## src/rtl/fft_sequencer.sv

```systemverilog
// fft_sequencer
// Frame-level controller for a radix-2 DIT FFT datapath. It writes N incoming
// samples into node memory in bit-reversed order. It then issues LOGN*N/2
// butterfly operations to one butterfly unit. Last, it streams result
// addresses out in natural order. It carries no sample data.
//
// Ports:
//   clk, rst                  clock (rising edge) and async active-high reset
//   in_valid / in_ready       sample handshake during LOAD
//   mem_we / mem_waddr        node-memory write strobe and bit-reversed address
//   bf_req / bf_ack           butterfly request handshake during COMPUTE
//   bf_addr_a / bf_addr_b     upper / lower node index of the butterfly
//   bf_tw_idx / bf_stage      twiddle exponent k of W_N^k, and current stage
//   out_valid / out_ready     result-address handshake during DRAIN
//   out_addr / out_last       natural-order read address, high for address N-1
//   busy                      high in COMPUTE and DRAIN
//   frame_done                one-cycle pulse after the final output handshake
module fft_sequencer #(
  parameter int N    = 8,
  parameter int LOGN = 3
) (
  input  logic            clk,
  input  logic            rst,
  input  logic            in_valid,
  output logic            in_ready,
  output logic            mem_we,
  output logic [LOGN-1:0] mem_waddr,
  output logic            bf_req,
  input  logic            bf_ack,
  output logic [LOGN-1:0] bf_addr_a,
  output logic [LOGN-1:0] bf_addr_b,
  output logic [LOGN-2:0] bf_tw_idx,
  output logic [LOGN-1:0] bf_stage,
  output logic            out_valid,
  input  logic            out_ready,
  output logic [LOGN-1:0] out_addr,
  output logic            out_last,
  output logic            busy,
  output logic            frame_done
);

  localparam int BW = LOGN - 1;  // butterfly index width: 0..N/2-1

  localparam logic [LOGN-1:0] CNT_LAST   = LOGN'(N - 1);
  localparam logic [LOGN-1:0] STAGE_LAST = LOGN'(LOGN - 1);
  localparam logic [BW-1:0]   BFLY_LAST  = BW'(N / 2 - 1);

  typedef enum logic [1:0] {
    ST_LOAD    = 2'd0,
    ST_COMPUTE = 2'd1,
    ST_DRAIN   = 2'd2
  } state_e;

  state_e          state_q, state_d;
  logic [LOGN-1:0] cnt_q, cnt_d;
  logic [LOGN-1:0] stage_q, stage_d;
  logic [BW-1:0]   bfly_q, bfly_d;
  logic            frame_done_q, frame_done_d;

  // Address generation terms
  logic [LOGN-1:0] half;      // 2^stage
  logic [LOGN-1:0] bfly_ext;
  logic [LOGN-1:0] pos;       // bfly mod half
  logic [LOGN-1:0] addr_a;
  logic [LOGN-1:0] tw_shift;
  logic [LOGN-1:0] tw_full;
  logic [LOGN-1:0] waddr_rev;

  // Handshake outputs depend only on state and counters. The one exception is
  // mem_we, which qualifies an accepted sample with in_valid.
  // NOTE: every combinational output gets a value on every path. Without that,
  // an incomplete assignment would infer a latch.
  always_comb begin
    in_ready   = (state_q == ST_LOAD);
    mem_we     = (state_q == ST_LOAD) && in_valid;
    bf_req     = (state_q == ST_COMPUTE);
    out_valid  = (state_q == ST_DRAIN);
    out_addr   = cnt_q;
    out_last   = (state_q == ST_DRAIN) && (cnt_q == CNT_LAST);
    busy       = (state_q == ST_COMPUTE) || (state_q == ST_DRAIN);
    frame_done = frame_done_q;

    for (int i = 0; i < LOGN; i++) begin
      waddr_rev[i] = cnt_q[LOGN-1-i];
    end
    mem_waddr = waddr_rev;
  end

  // group*2*half is the bfly bits above the pos field, shifted up by one.
  // The lower node sets the half bit, which is always clear in addr_a.
  always_comb begin
    half      = LOGN'(1) << stage_q;
    bfly_ext  = {1'b0, bfly_q};
    pos       = bfly_ext & (half - LOGN'(1));
    addr_a    = ((bfly_ext & ~(half - LOGN'(1))) << 1) | pos;
    tw_shift  = STAGE_LAST - stage_q;
    tw_full   = pos << tw_shift;
    bf_addr_a = addr_a;
    bf_addr_b = addr_a + half;
    bf_tw_idx = tw_full[LOGN-2:0];
    bf_stage  = stage_q;
  end

  always_comb begin
    state_d      = state_q;
    cnt_d        = cnt_q;
    stage_d      = stage_q;
    bfly_d       = bfly_q;
    frame_done_d = 1'b0;

    unique case (state_q)
      ST_LOAD: begin
        if (in_valid) begin
          if (cnt_q == CNT_LAST) begin
            cnt_d   = '0;
            stage_d = '0;
            bfly_d  = '0;
            state_d = ST_COMPUTE;
          end else begin
            cnt_d = cnt_q + LOGN'(1);
          end
        end
      end
      ST_COMPUTE: begin
        // bf_ack is sampled here only; in any other state it has no effect.
        if (bf_ack) begin
          if (bfly_q == BFLY_LAST) begin
            bfly_d = '0;
            if (stage_q == STAGE_LAST) begin
              stage_d = '0;
              state_d = ST_DRAIN;
            end else begin
              stage_d = stage_q + LOGN'(1);
            end
          end else begin
            bfly_d = bfly_q + BW'(1);
          end
        end
      end
      ST_DRAIN: begin
        if (out_ready) begin
          if (cnt_q == CNT_LAST) begin
            cnt_d        = '0;
            frame_done_d = 1'b1;
            state_d      = ST_LOAD;
          end else begin
            cnt_d = cnt_q + LOGN'(1);
          end
        end
      end
      default: begin
        state_d = ST_LOAD;
        cnt_d   = '0;
        stage_d = '0;
        bfly_d  = '0;
      end
    endcase
  end

  // NOTE: sequential state uses non-blocking assignments only. All flops then
  // update together at the edge, whatever order the statements appear in.
  always_ff @(posedge clk or posedge rst) begin
    if (rst) begin
      state_q      <= ST_LOAD;
      cnt_q        <= '0;
      stage_q      <= '0;
      bfly_q       <= '0;
      frame_done_q <= 1'b0;
    end else begin
      state_q      <= state_d;
      cnt_q        <= cnt_d;
      stage_q      <= stage_d;
      bfly_q       <= bfly_d;
      frame_done_q <= frame_done_d;
    end
  end

endmodule

```

## config.mk

```make
export PLATFORM = sky130hd
export DESIGN_NAME = fft_sequencer
export DESIGN_NICKNAME = d
export VERILOG_FILES = /design/src/rtl/fft_sequencer.sv
export SDC_FILE = /design/constraint.sdc
export NUM_CORES = 1
export LEC_CHECK = 0
export ABC_AREA = 1
export ABC_CLOCK_PERIOD_IN_PS = 4150
export CORE_ASPECT_RATIO = 0.9
export CORE_MARGIN = 2
export CORE_UTILIZATION = 49
export CTS_CLUSTER_DIAMETER = 150
export CTS_CLUSTER_SIZE = 14
export DETAILED_ROUTE_END_ITERATION = 10
export GPL_ROUTABILITY_DRIVEN = 0
export PLACE_DENSITY_LB_ADDON = 0.12
export SETUP_SLACK_MARGIN = 0.05
export SKIP_LAST_GASP = 1
export SLEW_MARGIN = 20
export SYNTH_ARGS = -nofsm -noshare
export SYNTH_HDL_FRONTEND = slang
export SYNTH_SLANG_ARGS = --single-unit
```

## constraint.sdc

```tcl
create_clock -name clk -period 4.15 [get_ports clk]
set_input_delay 0.415 -clock clk [delete_from_list [all_inputs] [get_ports clk]]
set_output_delay 0.415 -clock clk [all_outputs]
set_load 0.05 [all_outputs]
```

==> impl_metrics.env, run 1 <==
export IMPL_grt_overflow=0
export IMPL_nets=169
export IMPL_max_slew_worst_pin_slew_ns=0.502
export IMPL_grt_use_total=0.191
export IMPL_first_global_vias=774
export IMPL_rr_endpoint="bf_stage[0]"
export IMPL_clk_latency_ns=0.27
export IMPL_timing_rr_start="state_q[1]"
export IMPL_root_buffer="clkbuf_4"
export IMPL_drc=0
export IMPL_finalSetupTns_ns=0
export IMPL_relSlewSlack=0.664
export IMPL_grt_pass1_wl_um=3240
export IMPL_wl_um=1890
export IMPL_cts_resized=0
export IMPL_dp_hpwl_um=1550
export IMPL_drv_slew=0
export IMPL_antenna_cells=0
export IMPL_start_util=0.505
export IMPL_ctsHoldBuffers=0
export IMPL_cts_htree_levels=1
export IMPL_crit_type="flop to output port"
export IMPL_pre_cts_ws_ns=1.32
export IMPL_antenna_found_initial=0
export IMPL_endpoint_kind="output port"
export IMPL_status="finished, final reports clean"
export IMPL_hold_viol=0
export IMPL_fin_crit_sh=0.751
export IMPL_layout_min_cycle_time_ns=3.12
export IMPL_final_antenna_net_count=0
export IMPL_ys_types=28
export IMPL_clk_pin_slew_ns=0.07
export IMPL_vdd_drop_max_mv=0.612
export IMPL_power_density_nw_per_um2=854
export IMPL_die_h_um=45.7
export IMPL_cts_buffer_depth=2
export IMPL_synth_avg_cell_area_um2=7.71
export IMPL_worstPathArrival_ns=2.70
export IMPL_ys_warn_count=0
export IMPL_fp_dieW_um=50.4
export IMPL_ys_ff_latch=11
export IMPL_p_leak_nw=0.620
export IMPL_numCtsBuffers=3
export IMPL_final_common_cell="nand2_1"
export IMPL_rsz0062_at_grt="false"
export IMPL_hold_path_class="primary input to asynchronous set/reset pin"
export IMPL_cp_required_ns=3.73
export IMPL_setup_ws_ns=1.03
export IMPL_drive_gt1_frac=0.113
export IMPL_vias=831
export IMPL_drt_iter0_markers=9
export IMPL_vias_per_cell=4.72
export IMPL_rrSetupSlack_ns=2.66
export IMPL_fmax_mhz=321
export IMPL_postSynthCellCount=123
export IMPL_synth_area_um2=948
export IMPL_setup_viol=0
export IMPL_fillers=175
export IMPL_final_cell_mix="nand2_1, clkdlybuf4s50_1, inv_1, ha_1, dfrtp_1"
export IMPL_synthToLayoutAreaGrowth_pct=32.1
export IMPL_setup_worst_path_start_class="flop"
export IMPL_routedWlPerCell_um=10.7
export IMPL_ys_seq_area_frac=0.290
export IMPL_firstDrtPassIters=4
export IMPL_clock_sinks=11
export IMPL_core_area_um2=1880
export IMPL_die_area_um2=2300
export IMPL_rr_worst_depth=8
export IMPL_cts_tree="yes"
export IMPL_syn_nets=140
export IMPL_finClkSkew_ns=0.00112
export IMPL_boundaryPins=29
export IMPL_io_buffers=28
export IMPL_maxCapViolCount=0
export IMPL_post_cts_setup_buffers=0
export IMPL_grt_max_degree=12
export IMPL_crit_fanout=8
export IMPL_row_count=15
## worst max path at each step
stage | from | to
2_1_floorplan | bf_stage[0] | bf_tw_idx[1]
6_report | bf_stage[0] | bf_addr_b[1]
3_5_place_dp | bf_stage[0] | bf_addr_b[1]
5_1_grt | bf_stage[0] | bf_addr_b[1]
4_1_cts | bf_stage[0] | bf_addr_b[1]
3_3_place_gp | bf_stage[0] | bf_addr_b[1]
## layer usage
layer  routed length [um]  track usage  part of all wire  vias to the layer above
li1                     -            -                 -                      429
met1                  829        0.219              0.44                      375
met2                  948        0.347              0.50                       23
met3                   71       0.0230             0.038                        4
met4                   41        0.114             0.022                        0
met5                    0            0                 0                        -
## cells by family (layout without fill, tap and decap cells)
logic type / after synthesis / after routing / synth area share
other cells: 1 / 1 / 0.00395
simple gates: 61 / 61 / 0.317
xor+xnor: 3 / 3 / 0.0277
buf+inv: 24 / 52 / 0.117
flops: 11 / 11 / 0.290
fa+ha+maj: 12 / 12 / 0.166
compound gates: 11 / 11 / 0.0778
## metrics by stage
step                utilization  power (W)  instance area, um^2  hold WS, ns  std cells
finish                    0.667    0.00107                 1250        0.434        176
CTS                       0.667    0.00108                 1250        0.452        176
global placement          0.653   0.000984                 1230        0.496        172
detailed placement        0.653    0.00100                 1230        0.497        172
floorplan                     -   0.000808                  948        0.267        123
global route              0.667    0.00115                 1250        0.484        176
## cell usage after synthesis (all sizes together)
cell type  count  area, um^2
a21oi          3        26.3
a31oi          1        6.26
buf            4        33.8
clkinv         1        3.75
conb           1        3.75
dfrtp         11         275
fa             1        20.0
ha            11         138
inv           19        73.8
nand2         39         174
nand3          9        62.6
nand4          1        6.26
nor2          12        57.6
o21a           1        7.51
o21ai          6        33.8
xnor2          2        17.5
xor2           1        8.76
## sequential cells by signal (all words and copies together) (netlist names)
name,count
bf_stage,3
bfly_q,2
frame_done,1
out_addr,3
state_q,2
## worst max-delay path: stages, from the launching register on
cell	delay [ns]
dfrtp_1	0.47
inv_1	0.12
ha_1	0.27
a31oi_1	0.29
fa_1	0.44
inv_1	0.06
clkdlybuf4s50_1	0.79
## area by class of cell
class                   instances  area (um^2)  share of cell area
multi-input cells              88          562               0.449
repair buffers                 28          280               0.224
flip-flops and latches         11          275               0.220
inverters                      20         77.6              0.0619
well taps                      25         31.3              0.0250
clock buffers                   4         26.3              0.0210
## power breakdown
| group | internal (W) | switching [W] | leakage (nW) |
|---|---|---|---|
| combinational | 0.000264 | 0.000552 | 0.459 |
| sequential | 0.000140 | 0.0000380 | 0.146 |
| clock | 0.0000372 | 0.0000383 | 0.0150 |
(Power assumes the default switching activity.)
==> run 2, diff against run 1 <==
--- a/config.mk
+++ b/config.mk
@@ -6,10 +6,10 @@
 export NUM_CORES = 1
 export LEC_CHECK = 0
 export ABC_AREA = 1
-export ABC_CLOCK_PERIOD_IN_PS = 4150
+export ABC_CLOCK_PERIOD_IN_PS = 2800
 export CORE_ASPECT_RATIO = 0.9
 export CORE_MARGIN = 2
-export CORE_UTILIZATION = 49
+export CORE_UTILIZATION = 41
 export CTS_CLUSTER_DIAMETER = 150
 export CTS_CLUSTER_SIZE = 14
 export DETAILED_ROUTE_END_ITERATION = 10
==> constraint.sdc (replaced) <==
create_clock -name clk -period 2.8 [get_ports clk]
set_input_delay 0.28 -clock clk [delete_from_list [all_inputs] [get_ports clk]]
set_output_delay 0.28 -clock clk [all_outputs]
set_load 0.05 [all_outputs]
==> impl_metrics.env, run 2 (synthesis results as in run 1) <==
export IMPL_crit_fanout=8
export IMPL_post_cts_setup_buffers=0
export IMPL_final_common_cell="nand2_1"
export IMPL_cp_required_ns=2.52
export IMPL_wl_met3_um=85
export IMPL_finalInstanceArea_um2=1260
export IMPL_dp_hpwl_um=1540
export IMPL_layout_min_cycle_time_ns=2.52
export IMPL_start_util=0.435
export IMPL_maxCapViolCount=0
export IMPL_grt_max_degree=12
export IMPL_critPathBufInv=3
export IMPL_power_density_nw_per_um2=1260
export IMPL_path_depth=5
export IMPL_relSlewSlack=0.667
export IMPL_nets=170
export IMPL_row_count=16
export IMPL_fin_crit_sh=0.898
export IMPL_clk_latency_ns=0.27
export IMPL_rr_worst_depth=9
export IMPL_hold_viol=0
export IMPL_cts_buffer_depth=2
export IMPL_wl_um=1930
export IMPL_setup_worst_path_start_class="flop"
export IMPL_dr_max_layer_used="met3"
export IMPL_setup_ws_ns=0.284
export IMPL_hold_path_class="primary input to asynchronous set/reset pin"
export IMPL_setup_viol=0
export IMPL_vias=836
export IMPL_pre_cts_ws_ns=0.486
export IMPL_drc=0
export IMPL_worstPathArrival_ns=2.24
export IMPL_vias_per_cell=4.67
export IMPL_worstSetupStartpoint="bf_stage[0]"
export IMPL_final_cell_mix="nand2_1, clkdlybuf4s50_1, inv_1, ha_1, dfrtp_1"
export IMPL_clock_sinks=11
export IMPL_rsz0062_at_grt="false"
export IMPL_max_slew_worst_pin_slew_ns=0.498
export IMPL_crit_path_top_delay_cell="clkdlybuf4s50_1"
export IMPL_routedWlPerCell_um=10.8
export IMPL_antenna_cells=0
export IMPL_cpMostUsedCell="inv_1"
export IMPL_first_global_vias=749
export IMPL_grt_use_total=0.168
export IMPL_wl_met1_um=992
export IMPL_finClkSkew_ns=0.00340
export IMPL_root_buffer="clkbuf_4"
export IMPL_boundaryPins=29
export IMPL_final_antenna_net_count=0
export IMPL_status="finished, final reports clean"
export IMPL_finalSetupTns_ns=0
export IMPL_endpoint_kind="output port"
export IMPL_vdd_drop_max_mv=0.795
export IMPL_wl_met2_um=853
export IMPL_critPathCapture="bf_addr_a[1]"
export IMPL_fmax_mhz=397
export IMPL_p_leak_nw=0.665
export IMPL_critPathTopFamily="buffers and inverters"
export IMPL_core_area_um2=2180
export IMPL_synthToLayoutAreaGrowth_pct=33.1
export IMPL_timing_rr_start="out_addr[0]"
export IMPL_antenna_found_initial=0
export IMPL_post_route_util=0.579
export IMPL_ctsHoldBuffers=0
export IMPL_drive_gt1_frac=0.132
export IMPL_numCtsBuffers=3
export IMPL_die_area_um2=2710
export IMPL_postPlaceCellArea_um2=1230
export IMPL_clk_pin_slew_ns=0.08
export IMPL_drt_iter0_markers=15
export IMPL_cts_htree_levels=1
export IMPL_grt_pass1_wl_um=3340
export IMPL_rrSetupSlack_ns=1.27
export IMPL_fp_dieW_um=54.7
export IMPL_path_cells="inv_1 -> ha_1 -> a31oi_1 -> inv_1 -> clkdlybuf4s50_1"
export IMPL_io_buffers=28
export IMPL_crit_path_max_incr_delay_ns=0.70
export IMPL_holdWs_ns=0.307
export IMPL_crit_type="flop to output port"
export IMPL_grt_overflow=0
export IMPL_cts_tree="yes"
export IMPL_rr_endpoint="state_q[0]"
export IMPL_drv_slew=0
export IMPL_die_h_um=49.6
export IMPL_firstDrtPassIters=4
==> run 2: cell types whose count changed in the layout (fill, tap and decap cells not counted), sizes merged <==
cell / change
buf: +3
clkdlybuf4s50: -4
dlymetal6s2s: +2
==> run 2: worst min path at each step <==
| stage | start | cells after the start | end |
|---|---|---|---|
| 2_1_floorplan | rst | 1 | bf_stage[0] |
| 4_1_cts | rst | 2 | out_addr[0] |
| 3_3_place_gp | state_q[0] | 2 | state_q[0] |
| 3_5_place_dp | state_q[1] | 2 | state_q[1] |
| 5_1_grt | rst | 2 | bfly_q[0] |
| 6_report | rst | 2 | bf_stage[1] |
==> run 2: layer usage <==
metal,up-vias,GRT usage
li1,433,-
met1,390,0.245
met2,13,0.238
met3,0,0.0636
met4,0,0.0250
met5,-,0
==> run 2: where the power goes <==
part	switching [W]	internal, W	total (W)
Clock	0.0000577	0.0000552	0.000113
Combinational	0.000822	0.000387	0.00121
Sequential	0.0000579	0.000207	0.000265
Total	0.000937	0.000650	0.00159
==> run 2: final cells by class <==
cell class / instances / area (um^2)
clock buffers: 4 / 26.3
fillers: 209 / 920
inverters: 20 / 77.6
multi-input cells: 88 / 562
flip-flops and latches: 11 / 275
well taps: 27 / 33.8
repair buffers: 29 / 288
==> run 2: through the flow <==
stage,power (W),cells
global placement,0.00147,175
global route,0.00171,179
detailed placement,0.00148,175
floorplan,0.00120,123
finish,0.00159,179
CTS,0.00160,179
==> run 2: repair_timing <==
action	4_1_cts	5_1_grt
endpoints found under the setup margin	0	2
endpoints found under the hold margin	0	0
resized for setup	0	2
==> RTL edit (flow settings as in run 1) <==
Set the parameter `N` to 6 (it was 8).
--- a/src/rtl/fft_sequencer.sv
+++ b/src/rtl/fft_sequencer.sv
@@ -16,7 +16,7 @@
 //   busy                      high in COMPUTE and DRAIN
 //   frame_done                one-cycle pulse after the final output handshake
 module fft_sequencer #(
-  parameter int N    = 8,
+  parameter int N    = 6,
   parameter int LOGN = 3
 ) (
   input  logic            clk,
Function: changed (Yosys sat finds a counterexample within 10 cycles, from zero or initial values and one cycle with rst high).
==> RTL edit against run 1 <==
  * Non-clock buffer count unchanged
  * Synthesized cell count rose by 4.9%
  * Sequential cell count is the same
  * Sequential share of layout area grew 0.33 points
  * Design area down 1.5%
  * Count of clock-buffer cells in the layout unchanged
  * Wire length decreased by 1.3%
  * Worst setup slack worse by 560 ps
  * Maximum frequency is 15% lower
  * Largest cell class unchanged
  * Synthesized area down 3.0%
  * Utilization is 5.1 points higher
Power is not shown: default switching activity piles up to over one toggle a cycle in this logic, so the estimate is an artifact.
==> RTL edit: results (changes against run 1) <==
| Metric | Value |
|---|---|
| Layout Skew | 6.20 ps (+5.08 ps) |
| Maximum level of the CTS H-tree | 1 (unchanged) |
| Layout cells sized above 1 | 0.0696 (-0.0430) |
| Status | completed |
| FF-to-FF Start | state_q[0] |
| Worst reg2reg setup slack | 2600 ps (-60 ps) |
| Netlist cell types | 22 (-21%) |
| Worst slew pin tran | 503 ps (+0.563 ps) |
| Drt first pass iters | 5 (+1) |
| Clock-pin slew on the worst setup and hold paths | 70 ps (about the same) |
| Crit path capture | bf_addr_b[2] |
| Initial DRC count | 21 (+12) |
| Clock latency on the worst-skew pair | 270 ps (about the same) |
| Total global routing track utilization | 0.183 (-0.00720) |
| Avg Cell Area, Syn | 7.13 µm² (-7.5%) |
| Vias in the first global route | 775 (+0.13%) |
| Reg-to-reg endpoint | bfly_q[1] |
| Post-synthesis sequential area ratio | 0.299 (+0.00908) |
| First-pass GRT wire length | 3090 µm (-4.5%) |
| CP max FO | 6 (-2) |
| Antenna cell count | 0 (unchanged) |
| Syn Nets | 143 (+2.1%) |
| # nets final | 173 (+2.4%) |
| CP Data Arrival Time | 3270 ps (+570 ps) |
| Filler Cells Inserted | 162 (-7.4%) |
| Top cells by count, synth | nand2_1 (37), inv_1 (23), dfrtp_1 (11), nor2_1 (11), ha_1 (8) |
| Post-DR wirelength/cell | 10.2 µm (-4.6%) |
| Layout Cells excl Fill | 182 (+3.4%) |
| Avg Vias per Cell | 4.82 (+2.2%) |
| Top cells by area, synth | dfrtp_1 (30%), nand2_1 (15%), ha_1 (11%) |
| Max stage delay on crit path | 810 ps (+20 ps) |
| Crit-path slowest cell | clkdlybuf4s50_1 |
| HPWL after DPL | 1560 µm (+0.21%) |
[RTL edit: changes by cell type in the layout (fill, tap and decap cells not counted), moves of 3 or more]
| cell | delta |
|---|---|
| inv_1 | +6 |
| a21oi_1 | +4 |
| nand4_1 | +4 |
| ha_1 | -3 |
| nand2_1 | +3 |
| o21ai_0 | +3 |
| o21ai_1 | -3 |
[RTL edit: kinds of logic after synthesis]
logic type      after synthesis  synth area share
xor+xnor                      2            0.0191
buf+inv                      27             0.122
fa+ha+maj                     9             0.131
compound gates               14            0.0966
flops                        11             0.299
other cells                   1           0.00408
simple gates                 65             0.328
[RTL edit: final cells by class]
type / instances / share of cell area
flip-flops and latches: 11 / 0.223
repair buffers: 28 / 0.227
clock buffers: 4 / 0.0213
well taps: 24 / 0.0243
inverters: 24 / 0.0730
multi-input cells: 91 / 0.431
[RTL edit: worst min-delay path by stage]
stage / slack [ps] / cells after the start / to
after CTS: 440 / 2 / out_addr[2]
final: 430 / 2 / out_addr[1]
after detailed placement: 510 / 2 / state_q[0]
after floorplan: 270 / 1 / bf_stage[0]
after global routing: 450 / 2 / out_addr[2]
after global placement: 490 / 2 / state_q[0]
[RTL edit: through the flow]
| stage | area [µm²] | hold WS (ps) | setup slack (ps) |
|---|---|---|---|
| 2_1_floorplan | 920 | 267 | 84.8 |
| 3_3_place_gp | 1210 | 490 | 919 |
| 3_5_place_dp | 1210 | 507 | 806 |
| 4_1_cts | 1230 | 444 | 489 |
| 5_1_grt | 1230 | 451 | 246 |
| 6_report | 1230 | 430 | 470 |
[RTL edit: routing by layer]
metal / global-route usage / vias up / wire length [µm]
met5: 0 / - / 0
met4: 0.0333 / 0 / 12
met3: 0.0596 / 2 / 109
met2: 0.315 / 29 / 875
met1: 0.232 / 390 / 867
li1: - / 457 / -
[RTL edit: worst reg2reg max path, stage by stage, from the launching register on]
cell     delay (ps)
dfrtp_1         380
inv_1            90
ha_1            290
nand2_1         120
nand2_1         100
a21oi_4         240
nand2_4         100
nand2_1          80
o21ai_2          50
